`src/rtl/serial_addsub_n_if.sv`:
```
// Operand/result bundle for the bit-serial adder/subtractor.
// master drives the serial operands and start; slave (the datapath) returns status and result.
interface serial_addsub_n_if #(
    parameter int WIDTH = 4,
    parameter int CW    = $clog2(WIDTH + 1)
);
    logic             start;
    logic             sub;
    logic             carryin;
    logic             a;
    logic             b;
    logic             ready;
    logic [WIDTH-1:0] y;
    logic             carryout;
    logic             overflow;
    logic             isValid;
    logic [CW-1:0]    bitcount;

    modport master (
        output start, sub, carryin, a, b,
        input  ready, y, carryout, overflow, isValid, bitcount
    );

    modport slave (
        input  start, sub, carryin, a, b,
        output ready, y, carryout, overflow, isValid, bitcount
    );
endinterface

```
`src/rtl/serial_addsub_n.sv`:
```
// LSB-first bit-serial add/sub of two WIDTH-bit operands; result, carry and overflow valid WIDTH cycles after start.
// No stall path: once started a bit is consumed every cycle; ready is low from RUN through the DONE cycle.
module serial_addsub_n #(
    parameter  int WIDTH = 4,
    localparam int CW    = $clog2(WIDTH + 1)
) (
    input  logic              clk,
    input  logic              rst,
    serial_addsub_n_if.slave  bus
);

    typedef enum logic [1:0] {IDLE, RUN, DONE} state_t;

    state_t           state_q, state_d;
    logic             c_q, c_d;
    logic             sub_q, sub_d;
    logic [WIDTH-1:0] y_q, y_d;
    logic             cout_q, cout_d;
    logic             ovf_q, ovf_d;
    logic [CW-1:0]    cnt_q, cnt_d;

    logic             cin_bit;
    logic             beff;
    logic             sum_bit;
    logic             cnext;
    logic [WIDTH-1:0] y_sh;

    always_ff @(posedge clk or negedge rst) begin
        if (!rst) begin
            state_q <= IDLE;
            c_q     <= 1'b0;
            sub_q   <= 1'b0;
            y_q     <= '0;
            cout_q  <= 1'b0;
            ovf_q   <= 1'b0;
            cnt_q   <= '0;
        end else begin
            state_q <= state_d;
            c_q     <= c_d;
            sub_q   <= sub_d;
            y_q     <= y_d;
            cout_q  <= cout_d;
            ovf_q   <= ovf_d;
            cnt_q   <= cnt_d;
        end
    end

    always_comb begin
        state_d = state_q;
        c_d     = c_q;
        sub_d   = sub_q;
        y_d     = y_q;
        cout_d  = cout_q;
        ovf_d   = ovf_q;
        cnt_d   = cnt_q;

        // Bit 0 uses the live mode/carry-in; later bits use the captured mode and running carry.
        if (state_q == IDLE) begin
            cin_bit = bus.carryin ^ bus.sub;
            beff    = bus.b ^ bus.sub;
        end else begin
            cin_bit = c_q;
            beff    = bus.b ^ sub_q;
        end
        sum_bit = bus.a ^ beff ^ cin_bit;
        cnext   = (bus.a & beff) | (bus.a & cin_bit) | (beff & cin_bit);

        y_sh            = y_q >> 1;
        y_sh[WIDTH-1]   = sum_bit;

        case (state_q)
            IDLE: begin
                if (bus.start) begin
                    sub_d = bus.sub;
                    c_d   = cnext;
                    y_d   = y_sh;
                    cnt_d = CW'(1);
                    if (WIDTH == 1) begin
                        state_d = DONE;
                        cout_d  = cnext;
                        ovf_d   = cin_bit ^ cnext;
                    end else begin
                        state_d = RUN;
                    end
                end
            end
            RUN: begin
                c_d   = cnext;
                y_d   = y_sh;
                cnt_d = cnt_q + CW'(1);
                // On the MSB, cin_bit is the carry into the sign position.
                if (cnt_q == CW'(WIDTH - 1)) begin
                    state_d = DONE;
                    cout_d  = cnext;
                    ovf_d   = cin_bit ^ cnext;
                end
            end
            DONE: begin
                state_d = IDLE;
            end
            default: begin
                state_d = IDLE;
            end
        endcase
    end

    assign bus.ready    = (state_q == IDLE);
    assign bus.isValid  = (state_q == DONE);
    assign bus.y        = y_q;
    assign bus.carryout = cout_q;
    assign bus.overflow = ovf_q;
    assign bus.bitcount = cnt_q;

endmodule
```
`src/flat_wrapper.sv`:
```
// flat-port wrapper written by rule: the top's interface ports become plain ports
module serial_addsub_n_flat 
#(
    parameter  int WIDTH = 4,
    localparam int CW    = $clog2(WIDTH + 1)
)
  (clk, rst, bus_start, bus_sub, bus_carryin, bus_a, bus_b, bus_ready, bus_y, bus_carryout, bus_overflow, bus_isValid, bus_bitcount);
  serial_addsub_n_if #(.WIDTH(WIDTH)) bus_i ();
  input  logic clk;
  input  logic rst;
  input wire logic [$bits(bus_i.start)-1:0] bus_start;
  input wire logic [$bits(bus_i.sub)-1:0] bus_sub;
  input wire logic [$bits(bus_i.carryin)-1:0] bus_carryin;
  input wire logic [$bits(bus_i.a)-1:0] bus_a;
  input wire logic [$bits(bus_i.b)-1:0] bus_b;
  output wire logic [$bits(bus_i.ready)-1:0] bus_ready;
  output wire logic [$bits(bus_i.y)-1:0] bus_y;
  output wire logic [$bits(bus_i.carryout)-1:0] bus_carryout;
  output wire logic [$bits(bus_i.overflow)-1:0] bus_overflow;
  output wire logic [$bits(bus_i.isValid)-1:0] bus_isValid;
  output wire logic [$bits(bus_i.bitcount)-1:0] bus_bitcount;
  assign bus_i.start = bus_start;
  assign bus_i.sub = bus_sub;
  assign bus_i.carryin = bus_carryin;
  assign bus_i.a = bus_a;
  assign bus_i.b = bus_b;
  assign bus_ready = bus_i.ready;
  assign bus_y = bus_i.y;
  assign bus_carryout = bus_i.carryout;
  assign bus_overflow = bus_i.overflow;
  assign bus_isValid = bus_i.isValid;
  assign bus_bitcount = bus_i.bitcount;
  serial_addsub_n #(.WIDTH(WIDTH)) u_core (.clk(clk), .rst(rst), .bus(bus_i));
endmodule
```
`config.mk`:
```
export PLATFORM = sky130hd
export DESIGN_NAME = serial_addsub_n_flat
export DESIGN_NICKNAME = d
export VERILOG_FILES = /design/src/rtl/serial_addsub_n_if.sv /design/src/rtl/serial_addsub_n.sv /design/src/flat_wrapper.sv
export SDC_FILE = /design/constraint.sdc
export NUM_CORES = 1
export LEC_CHECK = 0
export ABC_CLOCK_PERIOD_IN_PS = 3580
export BUFFER_PORTS_ARGS = -buffer_cell sky130_fd_sc_hd__buf_4
export CAP_MARGIN = 5
export CORE_AREA = 8 8 45 47
export DETAILED_ROUTE_END_ITERATION = 6
export DIE_AREA = 0 0 53 55
export GPL_TIMING_DRIVEN = 0
export PLACE_DENSITY_LB_ADDON = 0.2
export SYNTH_ARGS = -nofsm -noshare
export SYNTH_HDL_FRONTEND = slang
export SYNTH_SLANG_ARGS = --single-unit
```
`constraint.sdc`:
```
create_clock -name clk -period 3.58 [get_ports clk]
set_input_delay 0.716 -clock clk [delete_from_list [all_inputs] [get_ports clk]]
set_output_delay 0.716 -clock clk [all_outputs]
set_load 0.005 [all_outputs]
```
==> results of run 1 <==
registers in the layout (all words and copies together) (netlist names):
register             cells
u_core.c_q               1
u_core.bus.y             4
u_core.bus.bitcount      3
u_core.state_q           2
u_core.bus.carryout      1
u_core.bus.overflow      1
u_core.sub_q             1
Yosys cell counts:
| cell type | n | area [um2] |
|---|---|---|
| nand3b_1 | 1 | 7.51 |
| mux2_1 | 2 | 22.5 |
| mux2_4 | 2 | 30.0 |
| buf_6 | 1 | 11.3 |
| o21ai_0 | 5 | 25.0 |
| nand2_1 | 9 | 33.8 |
| fa_1 | 1 | 20.0 |
| o21bai_2 | 1 | 11.3 |
| ha_1 | 2 | 25.0 |
| nor2_2 | 1 | 6.26 |
| inv_1 | 4 | 15.0 |
| a21oi_1 | 1 | 5.00 |
| xor2_1 | 2 | 17.5 |
| dfrtp_1 | 13 | 325 |
| o21ai_1 | 3 | 15.0 |
| mux2i_1 | 1 | 10.0 |
| and2b_2 | 1 | 8.76 |
| xnor2_1 | 1 | 8.76 |
| nand2b_1 | 1 | 6.26 |
final cells by class:
| cell class | count | area, um2 |
|---|---|---|
| Fill cell | 135 | 606 |
| Sequential cell | 13 | 325 |
| Multi-Input combinational cell | 34 | 253 |
| Timing Repair Buffer | 17 | 128 |
| Clock buffer | 4 | 26.3 |
| Tap cell | 16 | 20.0 |
| Inverter | 4 | 15.0 |
| Buffer | 1 | 11.3 |
power groups by stage:
stage | logic, W | registers, W | clock network (W)
floorplan | 0.000205 | 0.000278 | 0
global placement | 0.000335 | 0.000279 | 0
detailed placement | 0.000344 | 0.000282 | 0
CTS | 0.000345 | 0.000279 | 0.0000931
global route | 0.000382 | 0.000291 | 0.000103
finish | 0.000336 | 0.000279 | 0.0000883
worst min path at each step:
stage / endpoint / depth (start not counted) / slack [ps] / startpoint
2_1_floorplan: u_core.bus.bitcount[0] / 0 / 420 / rst
3_3_place_gp: u_core.sub_q / 1 / 470 / u_core.sub_q
3_5_place_dp: u_core.bus.overflow / 2 / 480 / u_core.bus.overflow
4_1_cts: u_core.bus.y[2] / 1 / 270 / rst
5_1_grt: u_core.bus.y[2] / 1 / 270 / rst
6_report: u_core.bus.y[2] / 1 / 270 / rst
layer usage:
metal  up-vias  track usage
met4         0       0.0517
met1       193       0.0972
met3         2       0.0374
li1        214            -
met5         -            0
met2        11        0.141
cells in the final DEF (no fill, tap or decap), types with 2 or more instances in the layout:
| cell type | synthesis | final |
|---|---|---|
| o21ai_1 | 3 | 3 |
| dfrtp_1 | 13 | 13 |
| buf_4 | 0 | 17 |
| nand2_1 | 9 | 9 |
| ha_1 | 2 | 2 |
| inv_1 | 4 | 4 |
| clkbuf_4 | 0 | 3 |
| mux2_4 | 2 | 2 |
| xor2_1 | 2 | 2 |
| o21ai_0 | 5 | 5 |
| mux2_1 | 2 | 2 |
stage by stage:
| step | total power, W | util | setup slack [ps] |
|---|---|---|---|
| 6_report | 0.000703 | 0.562 | 1750 |
| 3_3_place_gp | 0.000614 | 0.543 | 1630 |
| 4_1_cts | 0.000718 | 0.562 | 1720 |
| 2_1_floorplan | 0.000483 | - | 1840 |
| 5_1_grt | 0.000775 | 0.562 | 1610 |
| 3_5_place_dp | 0.000627 | 0.543 | 1650 |
kinds of logic (layout without fill, tap and decap cells):
| group | count (synthesis) | count (layout) | share of synthesized area |
|---|---|---|---|
| DFF | 13 | 13 | 0.538 |
| and+or+nand+nor | 13 | 13 | 0.104 |
| AOI/OAI and AO/OA | 10 | 10 | 0.0931 |
| muxes | 5 | 5 | 0.104 |
| buffers and inverters | 5 | 26 | 0.0435 |
| adders and majority gates | 3 | 3 | 0.0745 |
| xor gates and xnor gates | 3 | 3 | 0.0435 |
==> flow_summary.json, run 1 <==
{
  "syn2layout_area_growth_pct": 28.8,
  "r2r_end": "u_core.bus.overflow",
  "ys_seq_elements": 13,
  "track_usage": 0.0884,
  "p_per_area_mw_per_mm2": 903,
  "io_buffers": 17,
  "final_area_um2": 778,
  "clk_latency_ps": 270,
  "cts_max_path_buffers": 2,
  "fin_worst_skew_ps": 4.69,
  "overflow": 0,
  "io_pins": 18,
  "drt-vias-per-instance": 4.72,
  "rows": 14,
  "finalCriticalPeriod_ps": 1830,
  "rr_startpoint": "u_core.state_q[0]",
  "fp.dieW_um": 53,
  "vias": 420,
  "hold_path.class": "primary input to asynchronous set/reset pin",
  "p_seq_frac": 0.397,
  "combPwrFrac": 0.477,
  "n_antenna_cell": 0,
  "r2r_cells": 6,
  "first_pass_iters": 4,
  "antenna_found_initial": 0,
  "post-route-period-util": 0.511,
  "switching_power_w": 0.000244,
  "cp-start-kind": "register",
  "max_freq_mhz": 546,
  "yosysUniqueCellTypes": 19,
  "final_layout_size_suffix_gt1_frac": 0.356,
  "route.met2.wl_um": 535,
  "place.gp.congestion": 0.656,
  "grt_max_degree": 14,
  "cap_violations": 0,
  "endpoint": "u_core.bus.overflow",
  "root_buffer": "clkbuf_4",
  "slew_headroom": 0.861,
  "cts_tree": "yes",
  "worst_ep_required_time_ps": 3770,
  "cts-htree-levels": 1,
  "drt-met1-wl_um": 488,
  "cts_resized": 0,
  "leakage_nw": 0.392,
  "rsz0062_at_grt": "no",
  "syn-num-nets": 62,
  "wire_per_inst_um": 12.6,
  "critPathArrivalTime_ps": 2020,
  "p_int_w": 0.000459,
  "switching_share": 0.347,
  "yosysWarnings": 0,
  "design.core.area_mm2": 0.00138,
  "hold_slack_ps": 274,
  "first_iter_violations": 2,
  "cp_max_fo": 6,
  "clockPowerShare": 0.126,
  "path_delay_family": "flip-flops",
  "status": "finished clean",
  "vdd_drop_max_v": 0.000439,
  "placed_area_um2": 752,
  "ys_seq_area_frac": 0.538,
  "crit_path_frequent_cell": "xor2_1",
  "hold_viol": 0,
  "nets": 84,
  "routed-wl-met3_um": 85,
  "path_class": "register to register",
  "r2r_slack_ps": 1750,
  "synthCells": 52,
  "tns_ps": 0,
  "grt_pass1_vias": 447,
  "worst_pin_slew_ps": 209,
  "holdBufCountCts": 0,
  "grt_pass1_wl_um": 1900,
  "clk_pin_slew_ps": 80,
  "endpoint_kind": "register",
  "die_area_mm2": 0.00292,
  "die_h_um": 55,
  "cpMaxStageDelayCell": "dfrtp_1",
  "route.detailed.drc": 0,
  "slowest_delay_ps": 450,
  "cts_made_buffers": 3,
  "cts_setup_buffers": 0,
  "initial_utilization": 0.437,
  "dp_cells": 85,
  "crit_cells": 6,
  "post-dp-hpwl_um": 861,
  "drtAntennaViolNets": 0,
  "mappedNetlistArea_um2": 604,
  "critPathLaunch": "u_core.state_q[0]",
  "avgSynthCellArea_um2": 11.6,
  "numClockSinks": 13,
  "crit_chain": "nor2_2, mux2i_1, xor2_1, fa_1, xor2_1, o21ai_0",
  "top_layer": "met4",
  "critical_path_buf_inv_count": 0,
  "wl_um": 1120,
  "slew_violations": 0,
  "final-instance-count-excl-fill": 89,
  "setup_viol": 0
}
Note: power is estimated with default switching activity, not from simulation.
==> run 2, diff against run 1 <==
- ABC_CLOCK_PERIOD_IN_PS: 3580 -> 1500
- CORE_AREA: 8 8 45 47 -> not set
- CORE_MARGIN: not set -> 8
- CORE_UTILIZATION: not set -> 43
- DIE_AREA: 0 0 53 55 -> not set
- clock period: 3.58 -> 1.5 ns (I/O delays scaled with it)
==> flow_summary.json, run 2 (same netlist as run 1, synthesis figures left out) <==
{
  "r2r_cells": 6,
  "overflow": 0,
  "rsz0062_at_grt": "yes",
  "first_iter_violations": 2,
  "nets": 89,
  "cp-start-kind": "register",
  "numClockSinks": 13,
  "first_pass_iters": 2,
  "switching_share": 0.366,
  "cts_made_buffers": 3,
  "cts_max_path_buffers": 2,
  "min_delay_path_depth": 2,
  "wire_per_inst_um": 15.0,
  "fp.dieW_um": 53.5,
  "p_per_area_mw_per_mm2": 2290,
  "worst_pin_slew_ps": 260,
  "track_usage": 0.122,
  "post-route-period-util": 1.16,
  "design.core.area_mm2": 0.00130,
  "combPwrFrac": 0.539,
  "p_int_w": 0.00123,
  "root_buffer": "clkbuf_4",
  "fin_worst_skew_ps": 2.39,
  "grt_pass1_vias": 503,
  "slew_violations": 0,
  "grt_max_degree": 14,
  "largest_register_ffs": 4,
  "initial_utilization": 0.464,
  "routed-wl-met3_um": 78,
  "setup_viol": 4,
  "top_layer": "met4",
  "violations": "setup timing",
  "finalCriticalPeriod_ps": 1740,
  "final_layout_size_suffix_gt1_frac": 0.462,
  "route.met2.wl_um": 711,
  "io_pins": 18,
  "post-dp-hpwl_um": 978,
  "drt-vias-per-instance": 4.92,
  "switching_power_w": 0.000710,
  "final_cell_mix": "buf_4, dfrtp_1, nand2_1",
  "setup_ws_ps": -242,
  "syn2layout_area_growth_pct": 40.4,
  "p_seq_frac": 0.344,
  "totalPowerFinal_w": 0.00194,
  "max_freq_mhz": 574,
  "drtAntennaViolNets": 0,
  "clk_pin_slew_ps": 80,
  "cts-htree-levels": 1,
  "final_common_cell": "buf_4",
  "place.gp.congestion": 0.701,
  "rows": 13,
  "n_antenna_cell": 0,
  "hold_viol": 0,
  "cts_tree": "yes",
  "wl_um": 1390,
  "drt-met1-wl_um": 556,
  "grt_pass1_wl_um": 2440,
  "vias": 458,
  "endpoint_kind": "register",
  "clk_latency_ps": 280,
  "worst_ep_required_time_ps": 1710,
  "leakage_nw": 0.423,
  "vdd_drop_max_v": 0.00140,
  "slew_headroom": 0.825,
  "preCtsSetupSlack_ps": -295,
  "antenna_found_initial": 0,
  "critPathArrivalTime_ps": 1950,
  "cap_violations": 0,
  "io_buffers": 17,
  "cp_max_fo": 2,
  "clockPowerShare": 0.117,
  "die_h_um": 53.5,
  "route.detailed.drc": 0,
  "path_class": "register to register",
  "status": "finished with violations",
  "hold_path.class": "primary input to register",
  "die_area_mm2": 0.00286
}
[run 2: worst paths after layout]
| kind | startpoint | to | slack [ps] |
|---|---|---|---|
| setup / recovery | u_core.state_q[1] | u_core.bus.overflow | -240 |
| hold / removal | bus_sub | u_core.sub_q | 260 |
| setup reg to reg | u_core.state_q[1] | u_core.bus.overflow | -240 |
| hold reg to reg | u_core.bus.carryout | u_core.bus.carryout | 490 |
| max in group asynchronous | rst | u_core.state_q[0] | 940 |
| min in group asynchronous | rst | u_core.bus.y[1] | 390 |
[run 2: metal layers]
layer / global-route usage / up-vias
met3: 0.0392 / 5
met2: 0.199 / 12
met5: 0 / -
met4: 0.0882 / 0
li1: - / 225
met1: 0.129 / 216
[run 2: metrics by stage]
step	utilization	TNS, ps	instances	hold slack [ps]	cell area, um2
after global routing	0.652	-1100	93	287	848
after detailed placement	0.584	-854	84	155	759
after global placement	0.584	-605	84	151	759
after CTS	0.643	-704	93	265	837
final	0.652	-818	93	264	848
after floorplan	-	-249	52	4.41	613
[run 2: layout make-up]
class / instances / area [um2]
multi-input cells: 34 / 279
flip-flops and latches: 13 / 327
well taps: 15 / 18.8
plain buffers: 1 / 11.3
repair buffers: 22 / 171
fillers: 112 / 453
clock buffers: 4 / 26.3
inverters: 4 / 15.0
[run 2: worst max-delay path, cell delays in order, from the launching register on]
cell and delay (ps):
dfrtp_1 420, nor2_4 140, mux2i_1 230, xor2_1 140
fa_2 440, xor2_2 160, o21ai_1 140
[run 2: what timing repair did]
action	in CTS	in global routing
gates resized for setup	3	2
setup buffers	4	0
endpoints found under the setup margin	4	4
endpoints found under the hold margin	13	0
hold buffers	1	0
pin swaps	6	6
[run 2: power by group through the flow]
stage | Clock, W | Sequential [W] | Combinational [W]
after floorplan | 0 | 0.000673 | 0.000508
after global placement | 0 | 0.000676 | 0.000828
after detailed placement | 0 | 0.000685 | 0.000880
after CTS | 0.000230 | 0.000662 | 0.00102
after global routing | 0.000248 | 0.000697 | 0.00118
final | 0.000227 | 0.000667 | 0.00104
